<file path="src/rtl/transpad_spm_wbuf.sv">
// Scratchpad write buffer: pairs snooped address beats with in-order data beats
// and drains scratchpad hits into the SRAM write port under ready backpressure.
module transpad_spm_wbuf #(
  parameter int unsigned AW    = 16,
  parameter int unsigned DW    = 64,
  parameter int unsigned DEPTH = 4
) (
  input  logic          clk,
  input  logic          rst,
  input  logic          addr_vld,
  input  logic          hit,
  input  logic [AW-1:0] spaddr,
  input  logic          dvalid,
  input  logic [DW-1:0] ddata,
  input  logic          flush,
  input  logic          err_clr,
  output logic          sram_we,
  output logic [AW-1:0] sram_addr,
  output logic [DW-1:0] sram_wdata,
  input  logic          sram_rdy,
  output logic          stall,
  output logic          busy,
  output logic [1:0]    err
);

  localparam int unsigned PW = $clog2(DEPTH);
  localparam int unsigned CW = PW + 1;

  // Payload storage carries no reset; validity is tracked by the counters only.
  logic          aq_hit_q  [DEPTH];
  logic [AW-1:0] aq_addr_q [DEPTH];
  logic [AW-1:0] wf_addr_q [DEPTH];
  logic [DW-1:0] wf_data_q [DEPTH];

  logic [PW-1:0] aq_wptr_q, aq_wptr_d, aq_rptr_q, aq_rptr_d;
  logic [CW-1:0] aq_cnt_q,  aq_cnt_d;
  logic [PW-1:0] wf_wptr_q, wf_wptr_d, wf_rptr_q, wf_rptr_d;
  logic [CW-1:0] wf_cnt_q,  wf_cnt_d;
  logic [1:0]    err_q,     err_d;

  logic aq_empty, aq_full, wf_full;
  logic aq_pop, aq_push, aq_drop, orphan;
  logic wf_req, wf_pop, wf_push, wf_drop;

  always_comb begin
    aq_empty = (aq_cnt_q == '0);
    aq_full  = (aq_cnt_q == CW'(DEPTH));
    wf_full  = (wf_cnt_q == CW'(DEPTH));

    // A flush cycle ignores every push, pop and error event.
    aq_pop  = dvalid && !aq_empty && !flush;
    orphan  = dvalid &&  aq_empty && !flush;
    aq_push = addr_vld && (!aq_full || aq_pop) && !flush;
    aq_drop = addr_vld &&  aq_full && !aq_pop  && !flush;

    wf_pop  = sram_we && sram_rdy && !flush;
    wf_req  = aq_pop && aq_hit_q[aq_rptr_q];
    wf_push = wf_req && (!wf_full || wf_pop);
    wf_drop = wf_req &&  wf_full && !wf_pop;

    err_d = (err_q & ~{2{err_clr}}) | {orphan, aq_drop | wf_drop};

    if (flush) begin
      aq_wptr_d = '0;
      aq_rptr_d = '0;
      aq_cnt_d  = '0;
      wf_wptr_d = '0;
      wf_rptr_d = '0;
      wf_cnt_d  = '0;
    end else begin
      aq_wptr_d = aq_push ? aq_wptr_q + 1'b1 : aq_wptr_q;
      aq_rptr_d = aq_pop  ? aq_rptr_q + 1'b1 : aq_rptr_q;
      aq_cnt_d  = aq_cnt_q + CW'(aq_push) - CW'(aq_pop);
      wf_wptr_d = wf_push ? wf_wptr_q + 1'b1 : wf_wptr_q;
      wf_rptr_d = wf_pop  ? wf_rptr_q + 1'b1 : wf_rptr_q;
      wf_cnt_d  = wf_cnt_q + CW'(wf_push) - CW'(wf_pop);
    end
  end

  always_ff @(posedge clk) begin
    if (rst) begin
      aq_wptr_q <= '0;
      aq_rptr_q <= '0;
      aq_cnt_q  <= '0;
      wf_wptr_q <= '0;
      wf_rptr_q <= '0;
      wf_cnt_q  <= '0;
      err_q     <= '0;
    end else begin
      aq_wptr_q <= aq_wptr_d;
      aq_rptr_q <= aq_rptr_d;
      aq_cnt_q  <= aq_cnt_d;
      wf_wptr_q <= wf_wptr_d;
      wf_rptr_q <= wf_rptr_d;
      wf_cnt_q  <= wf_cnt_d;
      err_q     <= err_d;
    end
  end

  always_ff @(posedge clk) begin
    if (aq_push) begin
      aq_hit_q[aq_wptr_q]  <= hit;
      aq_addr_q[aq_wptr_q] <= spaddr;
    end
    if (wf_push) begin
      wf_addr_q[wf_wptr_q] <= aq_addr_q[aq_rptr_q];
      wf_data_q[wf_wptr_q] <= ddata;
    end
  end

  // Head is gated by sram_we so idle/reset outputs read as zero.
  always_comb begin
    sram_we    = (wf_cnt_q != '0);
    sram_addr  = sram_we ? wf_addr_q[wf_rptr_q] : '0;
    sram_wdata = sram_we ? wf_data_q[wf_rptr_q] : '0;
    stall      = aq_full || wf_full;
    busy       = (aq_cnt_q != '0) || (wf_cnt_q != '0);
    err        = err_q;
  end

endmodule

</file>
<file path="config.mk">
export PLATFORM = sky130hd
export DESIGN_NAME = transpad_spm_wbuf
export DESIGN_NICKNAME = d
export VERILOG_FILES = /design/src/rtl/transpad_spm_wbuf.sv
export SDC_FILE = /design/constraint.sdc
export NUM_CORES = 1
export LEC_CHECK = 0
export CORE_ASPECT_RATIO = 0.6
export CORE_UTILIZATION = 51
export CTS_CLUSTER_DIAMETER = 80
export DETAILED_ROUTE_END_ITERATION = 7
export HOLD_SLACK_MARGIN = 0.03
export PLACE_DENSITY = 0.76
export RECOVER_POWER = 25
export SLEW_MARGIN = 40
export SYNTH_ARGS = -nofsm -noshare
export SYNTH_HDL_FRONTEND = slang
export SYNTH_SLANG_ARGS = --single-unit
</file>
<file path="constraint.sdc">
create_clock -name clk -period 3.3 [get_ports clk]
set_input_delay 0.66 -clock clk [delete_from_list [all_inputs] [get_ports clk]]
set_output_delay 0.66 -clock clk [all_outputs]
set_load 0.05 [all_outputs]
</file>
==> results of run 1 <==
-- cell type report --
type                       instances  area (um^2)
tap                              408          510
fill                            2044        10900
timing repair buffer             204         2000
antenna                            5         12.5
clock buffer                      44          982
sequential                       408        12100
multi-input combinational        255         3320
clock inverter                    17          126
inverter                          14         55.1
-- metal layers --
metal	part of all wire	track usage
met4	0.013	0.0377
met3	0.065	0.0471
met2	0.46	0.287
met5	0.00086	0
met1	0.46	0.279
-- synth_stat cells --
cell	n
nor4b_1	1
ha_1	12
buf_6	1
nor2_8	1
edfxtp_1	388
mux4_1	5
a21oi_1	2
clkbuf_2	2
dfxtp_1	20
a32oi_1	1
nor2b_1	3
or3b_2	1
or2_2	2
nor2_1	16
or3_1	2
xnor2_1	7
nand3_2	1
mux4_2	92
nand2_1	3
buf_1	2
clkbuf_1	17
inv_4	1
and2_1	93
buf_2	10
mux2i_1	2
fa_1	2
inv_1	13
nor2_4	1
xor2_1	3
nor3b_2	1
nand3_1	3
nor3_1	1
-- worst reg2reg max path: stages, from the launching register on --
cell	delay, ns
dfxtp_1	0.33
or3_2	0.55
nand2_1	0.13
nor2_1	0.06
ha_1	0.29
inv_1	0.04
ha_1	0.18
fa_1	0.40
xnor2_1	0.18
xnor2_1	0.13
nor2_1	0.05
-- timing repair --
item / in CTS / in global routing
endpoints found under the setup margin: 31 / 13
resized for setup: 31 / 9
hold buffers: 0 / 0
-- sequential cells by signal, indices dropped and copies added (netlist names), named ones only --
register   cells
err            2
aq_wptr_q      2
wf_cnt_q       3
aq_hit_q       4
aq_cnt_q       3
wf_wptr_q      2
wf_rptr_q      2
aq_rptr_q      2
wf_addr_q     64
wf_data_q    256
aq_addr_q     64
-- cell families after synthesis --
family / Yosys count / synth area share
DFF: 408 / 0.775
and+or+nand+nor: 129 / 0.0507
muxes: 99 / 0.143
buffers and inverters: 46 / 0.0127
adders and majority gates: 14 / 0.0122
xor gates and xnor gates: 10 / 0.00563
AOI/OAI and AO/OA: 3 / 0.00121
-- worst max path at each step --
stage | endpoint | slack (ns) | depth (start not counted)
floorplan | wf_addr_q[0][0]$_DFFE_PP_ | 0.66 | 4
global placement | wf_cnt_q[2]$_SDFF_PP0_ | 0.18 | 12
detailed placement | wf_cnt_q[2]$_SDFF_PP0_ | 0.12 | 12
CTS | sram_wdata[3] | 0.01 | 4
global route | sram_wdata[53] | 0.02 | 5
finish | sram_wdata[53] | 0.14 | 5
-- through the flow --
stage	hold slack [ns]	worst slack [ns]	utilization	area, um^2
2_1_floorplan	0.485	0.658	-	15600
3_3_place_gp	0.523	0.180	0.599	18000
3_5_place_dp	0.521	0.121	0.599	18000
4_1_cts	0.537	0.00955	0.635	19000
5_1_grt	0.556	0.0193	0.636	19100
6_report	0.535	0.136	0.636	19100
-- power groups by stage --
stage               logic (W)  registers, W  clock network (W)
finish               0.000268       0.00569            0.00400
global route         0.000289       0.00569            0.00428
CTS                  0.000284       0.00569            0.00409
detailed placement   0.000284       0.00580                  0
global placement     0.000276       0.00580                  0
floorplan           0.0000885       0.00581                  0
-- layout by cell type (no fill, tap or decap), types with 12 or more instances in the layout --
cell	n
and2_1	89
clkbuf_16	37
buf_4	60
nor2_1	16
clkdlybuf4s50_1	35
dlygate4sd2_1	30
dlygate4sd3_1	57
inv_1	13
dfxtp_1	18
edfxtp_1	388
mux4_2	92
ha_1	12
buf_12	12
==> impl_metrics.toml, run 1 <==
[floorplanning]
dieArea_um2 = 31200
die_x_um = 227
initial_core_util = 0.519
coreArea_um2 = 30000
io_pins = 173
rows = 49
die_h_um = 137

[setup_path]
crit_family = "buffers and inverters"
r2r_slack_ns = 0.84
critPathSlowestCell = "mux4_2"
cpPeakStageDelay_ns = 0.53
endpoint_kind = "primary output"
cp.required_ns = 2.64
rr_endpoint = "wf_cnt_q[2]$_SDFF_PP0_"
crit_buf_inv = 3
arrival_ns = 2.50
crit_fanout = 16
critPathLaunchType = "flop"
r2r_cells = 10
regToRegStartpoint = "wf_cnt_q[1]$_SDFF_PP0_"
cp_cell_sequence = "buf_12 -> buf_6 -> mux4_2 -> and2_1 -> buf_4"
setup.worst_path.class = "flop to primary output"

[global_routing]
grt_pass1_vias = 7435
grt_max_degree = 54
antenna_found_initial = 8
grt_pass1_wl_mm = 43.2
grt_usage = 0.189
overflow = 0

[cts]
cts_setup_buffers = 0
clk_pin_slew_worst_paths_ns = 0.07
clk_path_buf_depth = 3
cts_tree = "done"
cts_root_buf = "clkbuf_16"
cts.htree.levels = 2
cts-buffers-inserted = 37
clock_latency_ns = 0.52
cts_sinks = 408

[min_path]
worstHoldStart = "wf_rptr_q[0]$_SDFFE_PP0P_"
hp-class = "flop to flop"
min_path_cells = 2

[power]
swShare = 0.189
p_leak_nw = 6.49
pwr-share-seq = 0.572
powerDensity_nw_per_um2 = 522
p_clk_frac = 0.401
internal_power_w = 0.00808
p_sw_w = 0.00188
vdd_drop_max_mv = 0.491
comb_power_share = 0.027
total_power_w = 0.00996

[sta]
tightest_slew_ns = 0.544
finalSetupTns_ns = 0
skew_ns = 0.0242
setup_viol = 0
fmax_mhz = 316
finalCritPeriodShare = 0.959
slew_headroom = 0.637
rsz0062_at_grt = "false"
period_needed_ns = 3.16
final-hold-violation-count = 0
slew_viol_final = 0

[layout]
drive_gt1_frac = 0.245
area_delta_synth_final_pct = 22.5
layout.nets = 1022
final_cells = 1355

[placement]
hpwl_mm = 18.6
port_buffers = 172
gp_congestion = 0.736
dp_cells = 1289

[detailed_routing]
wirelength_mm = 28.9
drc_errors = 0
drt_iter0_markers = 451
wire_per_inst_um = 21.3
vias_per_cell = 5.36
vias = 7257
firstDrtPassIters = 4
ant_nets = 0

[yosys]
ys_seq_elements = 408
synth.largest_area_cell = "edfxtp_1"
syn_inst = 709
synthDistinctLibCells = 32
syn_area_um2 = 15600
synth_area_leaders = "edfxtp_1, mux4_2, and2_1"
synth_nets = 811
ys_warn_count = 0
ys_seq_area_frac = 0.775
avgSynthCellArea_um2 = 21.9
synth_top_area_share = 0.749

[run_status]
status = "finished, final reports clean"

[run]
maxCapViolCount = 0
No activity file was read; power rests on OpenSTA's default activity.
==> run 2: changes to the inputs <==
--- a/config.mk
+++ b/config.mk
@@ -10,7 +10,7 @@
 export CTS_CLUSTER_DIAMETER = 80
 export DETAILED_ROUTE_END_ITERATION = 7
 export HOLD_SLACK_MARGIN = 0.03
-export PLACE_DENSITY = 0.76
+export PLACE_DENSITY_LB_ADDON = 0.2
 export RECOVER_POWER = 25
 export SLEW_MARGIN = 40
 export SYNTH_ARGS = -nofsm -noshare
==> impl_metrics.toml, run 2 (synthesis results as in run 1) <==
[detailed_routing]
firstDrtPassIters = 4
drc_errors = 0
vias = 7389
wirelength_mm = 29.6
drt_iter0_markers = 503
ant_nets = 0
wire_per_inst_um = 21.8
vias_per_cell = 5.45

[setup_path]
endpoint_kind = "primary output"
cpPeakStageDelay_ns = 0.70
crit_fanout = 9
arrival_ns = 2.55
cp.required_ns = 2.64
crit_buf_inv = 2
setup.worst_path.class = "flop to primary output"
critPathLaunchType = "flop"
crit_family = "buffers and inverters"
cp_cell_sequence = "buf_4 -> mux4_2 -> and2_1 -> clkdlybuf4s50_1"
critPathSlowestCell = "clkdlybuf4s50_1"

[layout]
top_register = "wf_data_q"
largest_reg_flops = 256
n_fill_cell = 1998
drive_gt1_frac = 0.255
largestRegisters = "wf_data_q: 256 flops, aq_addr_q: 64 flops, wf_addr_q: 64 flops"
layout.nets = 1022
area_delta_synth_final_pct = 23.1
final_cell_mix = "edfxtp_1, mux4_2, and2_1"
final_common_cell = "edfxtp_1"

[sta]
finalCritPeriodShare = 0.974
final-hold-violation-count = 0
skew_ns = 0.00767
period_needed_ns = 3.21
setup_viol = 0
fmax_mhz = 311
holdWs_ns = 0.524
slew_headroom = 0.656
tightest_slew_ns = 0.514
slew_viol_final = 0
rsz0062_at_grt = "false"
finalSetupTns_ns = 0

[global_routing]
grt_pass1_wl_mm = 44.3
antenna_found_initial = 3
overflow = 0
grt_usage = 0.193
grt_pass1_vias = 7709
grt_max_degree = 60

[run]
maxCapViolCount = 0

[floorplanning]
coreArea_um2 = 30000
io_pins = 173
rows = 49
die_x_um = 227
die_h_um = 137
initial_core_util = 0.519
dieArea_um2 = 31200

[cts]
cts_root_buf = "clkbuf_16"
clk_pin_slew_worst_paths_ns = 0.06
clock_latency_ns = 0.52
cts.htree.levels = 2
cts_tree = "done"
clk_path_buf_depth = 3
ctsHoldBuffers = 0
cts-buffers-inserted = 38
cts_sinks = 408

[placement]
port_buffers = 172
gp_congestion = 0.769
hpwl_mm = 18.3

[run_status]
status = "finished, final reports clean"

[power]
powerDensity_nw_per_um2 = 531
vdd_drop_max_mv = 0.415
p_leak_nw = 6.57

[min_path]
hp-class = "flop to flop"
==> run 2: final timing paths <==
path / from / to / slack [ns] / cells after the start
worst min register to register: aq_rptr_q[1]$_SDFFE_PP0P_ / flop / 0.52 / 2
worst max-delay path: flop / sram_wdata[58] / 0.09 / 4
worst min-delay path: aq_rptr_q[1]$_SDFFE_PP0P_ / flop / 0.52 / 2
worst max register to register: wf_cnt_q[1]$_SDFF_PP0_ / wf_cnt_q[2]$_SDFF_PP0_ / 0.64 / 10
==> run 2: report_power, final <==
part           switching, W  internal [W]
logic              0.000137      0.000128
registers        0.00000774       0.00569
clock network       0.00179       0.00243
==> run 2: area by class of cell <==
type / instances / area [um^2] / area share
diodes: 1 / 2.50 / 0.000131
inverters: 14 / 55.1 / 0.00287
flip-flops and latches: 408 / 12100 / 0.630
clock inverters: 19 / 138 / 0.00719
well taps: 408 / 510 / 0.0267
repair buffers: 203 / 1990 / 0.104
multi-input cells: 255 / 3330 / 0.174
clock buffers: 49 / 1070 / 0.0557
==> run 2: through the flow <==
step                cells  setup slack [ns]  total power [W]  area [um^2]  utilization
finish               1357            0.0858           0.0102        19100        0.639
global route         1357           0.00426           0.0105        19100        0.639
CTS                  1355            0.0190           0.0103        19100        0.636
detailed placement   1283            0.0963          0.00608        17800        0.595
global placement     1283             0.210          0.00607        17800        0.595
floorplan             709             0.658          0.00590        15600            -
==> run 2: per-layer routing <==
layer,track usage,vias to the layer above,part of all wire
li1,-,3276,-
met1,0.267,3867,0.43
met2,0.313,208,0.50
met3,0.0431,38,0.053
met4,0.0492,0,0.015
met5,0,-,0
==> run 2: worst min-delay path, delay by kind of cell (launching register included) <==
| kind | cells | cell delay (ns) |
|---|---|---|
| xor gates and xnor gates | 1 | 0.06 |
| and+or+nand+nor | 1 | 0.10 |
| DFF | 1 | 0.32 |
==> run 2: repair_timing <==
item / CTS / global route
setup endpoints to repair: 53 / 29
resized for setup: 4 / 18
buffers inserted: 4 / 1
==> run 3: changes to the inputs <==
--- a/config.mk
+++ b/config.mk
@@ -10,7 +10,7 @@
 export CTS_CLUSTER_DIAMETER = 80
 export DETAILED_ROUTE_END_ITERATION = 7
 export HOLD_SLACK_MARGIN = 0.03
-export PLACE_DENSITY_LB_ADDON = 0.2
+export PLACE_DENSITY = 0.73
 export RECOVER_POWER = 25
 export SLEW_MARGIN = 40
 export SYNTH_ARGS = -nofsm -noshare
==> impl_metrics.toml, run 3 (synthesis results as in run 1) <==
[power]
p_clk_frac = 0.427
total_power_w = 0.0104
swShare = 0.187
p_sw_w = 0.00194
powerDensity_nw_per_um2 = 545
vdd_drop_max_mv = 0.566
p_leak_nw = 6.38
internal_power_w = 0.00846
pwr-share-seq = 0.547
comb_power_share = 0.025

[sta]
setup_viol = 0
skew_ns = 0.0167
final-hold-violation-count = 0
finalCritPeriodShare = 0.952
period_needed_ns = 3.14
tightest_slew_ns = 0.613
slew_headroom = 0.591
finalSetupTns_ns = 0
fmax_mhz = 318
rsz0062_at_grt = "false"
slew_viol_final = 0

[detailed_routing]
drt_iter0_markers = 472
ant_nets = 0
wire_per_inst_um = 21.5
vias_per_cell = 5.34
vias = 7207
wirelength_mm = 29.1
drc_errors = 0
firstDrtPassIters = 5

[floorplanning]
die_x_um = 227
die_h_um = 137
dieArea_um2 = 31200
rows = 49
initial_core_util = 0.519
io_pins = 173
coreArea_um2 = 30000

[run_status]
status = "finished, final reports clean"

[cts]
clk_pin_slew_worst_paths_ns = 0.06
cts_sinks = 408
cts_setup_buffers = 0
cts_root_buf = "clkbuf_16"
cts_tree = "done"
clock_latency_ns = 0.52
cts-buffers-inserted = 38
clk_path_buf_depth = 3
cts.htree.levels = 2

[placement]
gp_congestion = 0.725
postPlaceCellArea_um2 = 17900
hpwl_mm = 17.8
port_buffers = 172

[setup_path]
cp_cell_sequence = "clkbuf_8 -> mux4_2 -> and2_1 -> buf_4"
critPathSlowestCell = "mux4_2"
critPathLaunchType = "flop"
setup.worst_path.class = "flop to primary output"
arrival_ns = 2.48
crit_fanout = 38
r2r_cells = 11
r2r_slack_ns = 0.58
critPathCapture = "sram_wdata[3]"
regToRegStartpoint = "wf_cnt_q[1]$_SDFF_PP0_"
cpPeakStageDelay_ns = 0.56
cp.required_ns = 2.64
rr_endpoint = "wf_cnt_q[2]$_SDFF_PP0_"
endpoint_kind = "primary output"

[layout]
drive_gt1_frac = 0.250
fin_area_um2 = 19100
top_register = "wf_data_q"
area_delta_synth_final_pct = 22.8
largest_reg_flops = 256
final_cell_mix = "edfxtp_1, mux4_2, and2_1"
n_fill_cell = 2048
largestRegisters = "wf_data_q: 256 flops, aq_addr_q: 64 flops, wf_addr_q: 64 flops"
final_common_cell = "edfxtp_1"
layout.nets = 1017

[global_routing]
grt_pass1_wl_mm = 43.5
grt_max_degree = 60
grt_most_used_layer = "met2"
gr-usage-met2 = 0.293
grt_pass1_vias = 7462
use_met1 = 0.271
grt.met3_usage = 0.0471
overflow = 0
antenna_found_initial = 4
grt_usage = 0.189

[run]
maxCapViolCount = 0

[min_path]
hp-class = "flop to flop"
[run 3: changes by cell type in the layout (fill, tap and decap cells not counted), moves of 2 or more]
cell | before | now
and2_1 | 85 | 89
clkbuf_16 | 41 | 39
inv_6 | 0 | 3
clkdlybuf4s50_1 | 47 | 39
clkbuf_1 | 7 | 10
dlymetal6s2s_1 | 18 | 1
dlygate4sd2_1 | 2 | 28
bufinv_16 | 2 | 6
buf_4 | 70 | 63
clkinv_1 | 10 | 1
and2_2 | 4 | 0
[run 3: through the flow]
stage	setup WS, ns	hold WS, ns	instances	util
floorplan	0.658	0.485	709	-
global placement	0.172	0.507	1283	0.596
detailed placement	0.0895	0.517	1283	0.596
CTS	0.00846	0.543	1348	0.637
global route	0.0131	0.597	1350	0.637
finish	0.158	0.543	1350	0.637
[run 3: power groups by stage]
stage	logic (W)	registers [W]	clock network, W
2_1_floorplan	0.0000885	0.00581	0
3_3_place_gp	0.000272	0.00580	0
3_5_place_dp	0.000281	0.00580	0
4_1_cts	0.000281	0.00569	0.00454
5_1_grt	0.000284	0.00569	0.00472
6_report	0.000264	0.00569	0.00445
[run 3: final cells by class]
type                    instances  area (um^2)  share of cell area
repair buffers                198         1900              0.0992
diodes                          2         5.00            0.000262
multi-input cells             255         3320               0.174
flip-flops and latches        408        12100               0.631
clock inverters                16          246              0.0129
well taps                     408          510              0.0267
clock buffers                  49         1010              0.0530
inverters                      14         55.1             0.00288
[run 3: per-layer routing]
metal / vias up / wire length [um]
met1: 3709 / 13200
met4: 4 / 494
met3: 43 / 1690
met2: 191 / 13600
met5: - / 26
li1: 3260 / -
[run 3: repair_timing]
action,CTS,global route
endpoints found under the setup margin,66,2
hold buffers,0,0
resized for setup,29,2
[run 3: worst max-delay path, delay by kind of cell (launching register included)]
family,cells,cell delay [ns]
muxes,1,0.56
and+or+nand+nor,1,0.21
DFF,1,0.47
buffers and inverters,2,0.69
[run 3: how the worst min path moves through the flow]
| stage | start | cells past startpoint | slack, ns | endpoint |
|---|---|---|---|---|
| 2_1_floorplan | aq_rptr_q[1]$_SDFFE_PP0P_ | 2 | 0.48 | flop |
| 3_3_place_gp | aq_rptr_q[1]$_SDFFE_PP0P_ | 2 | 0.51 | flop |
| 3_5_place_dp | aq_rptr_q[1]$_SDFFE_PP0P_ | 2 | 0.52 | aq_rptr_q[1]$_SDFFE_PP0P_ |
| 4_1_cts | aq_rptr_q[1]$_SDFFE_PP0P_ | 2 | 0.54 | flop |
| 5_1_grt | aq_rptr_q[1]$_SDFFE_PP0P_ | 2 | 0.60 | aq_rptr_q[1]$_SDFFE_PP0P_ |
| 6_report | aq_rptr_q[1]$_SDFFE_PP0P_ | 2 | 0.54 | flop |
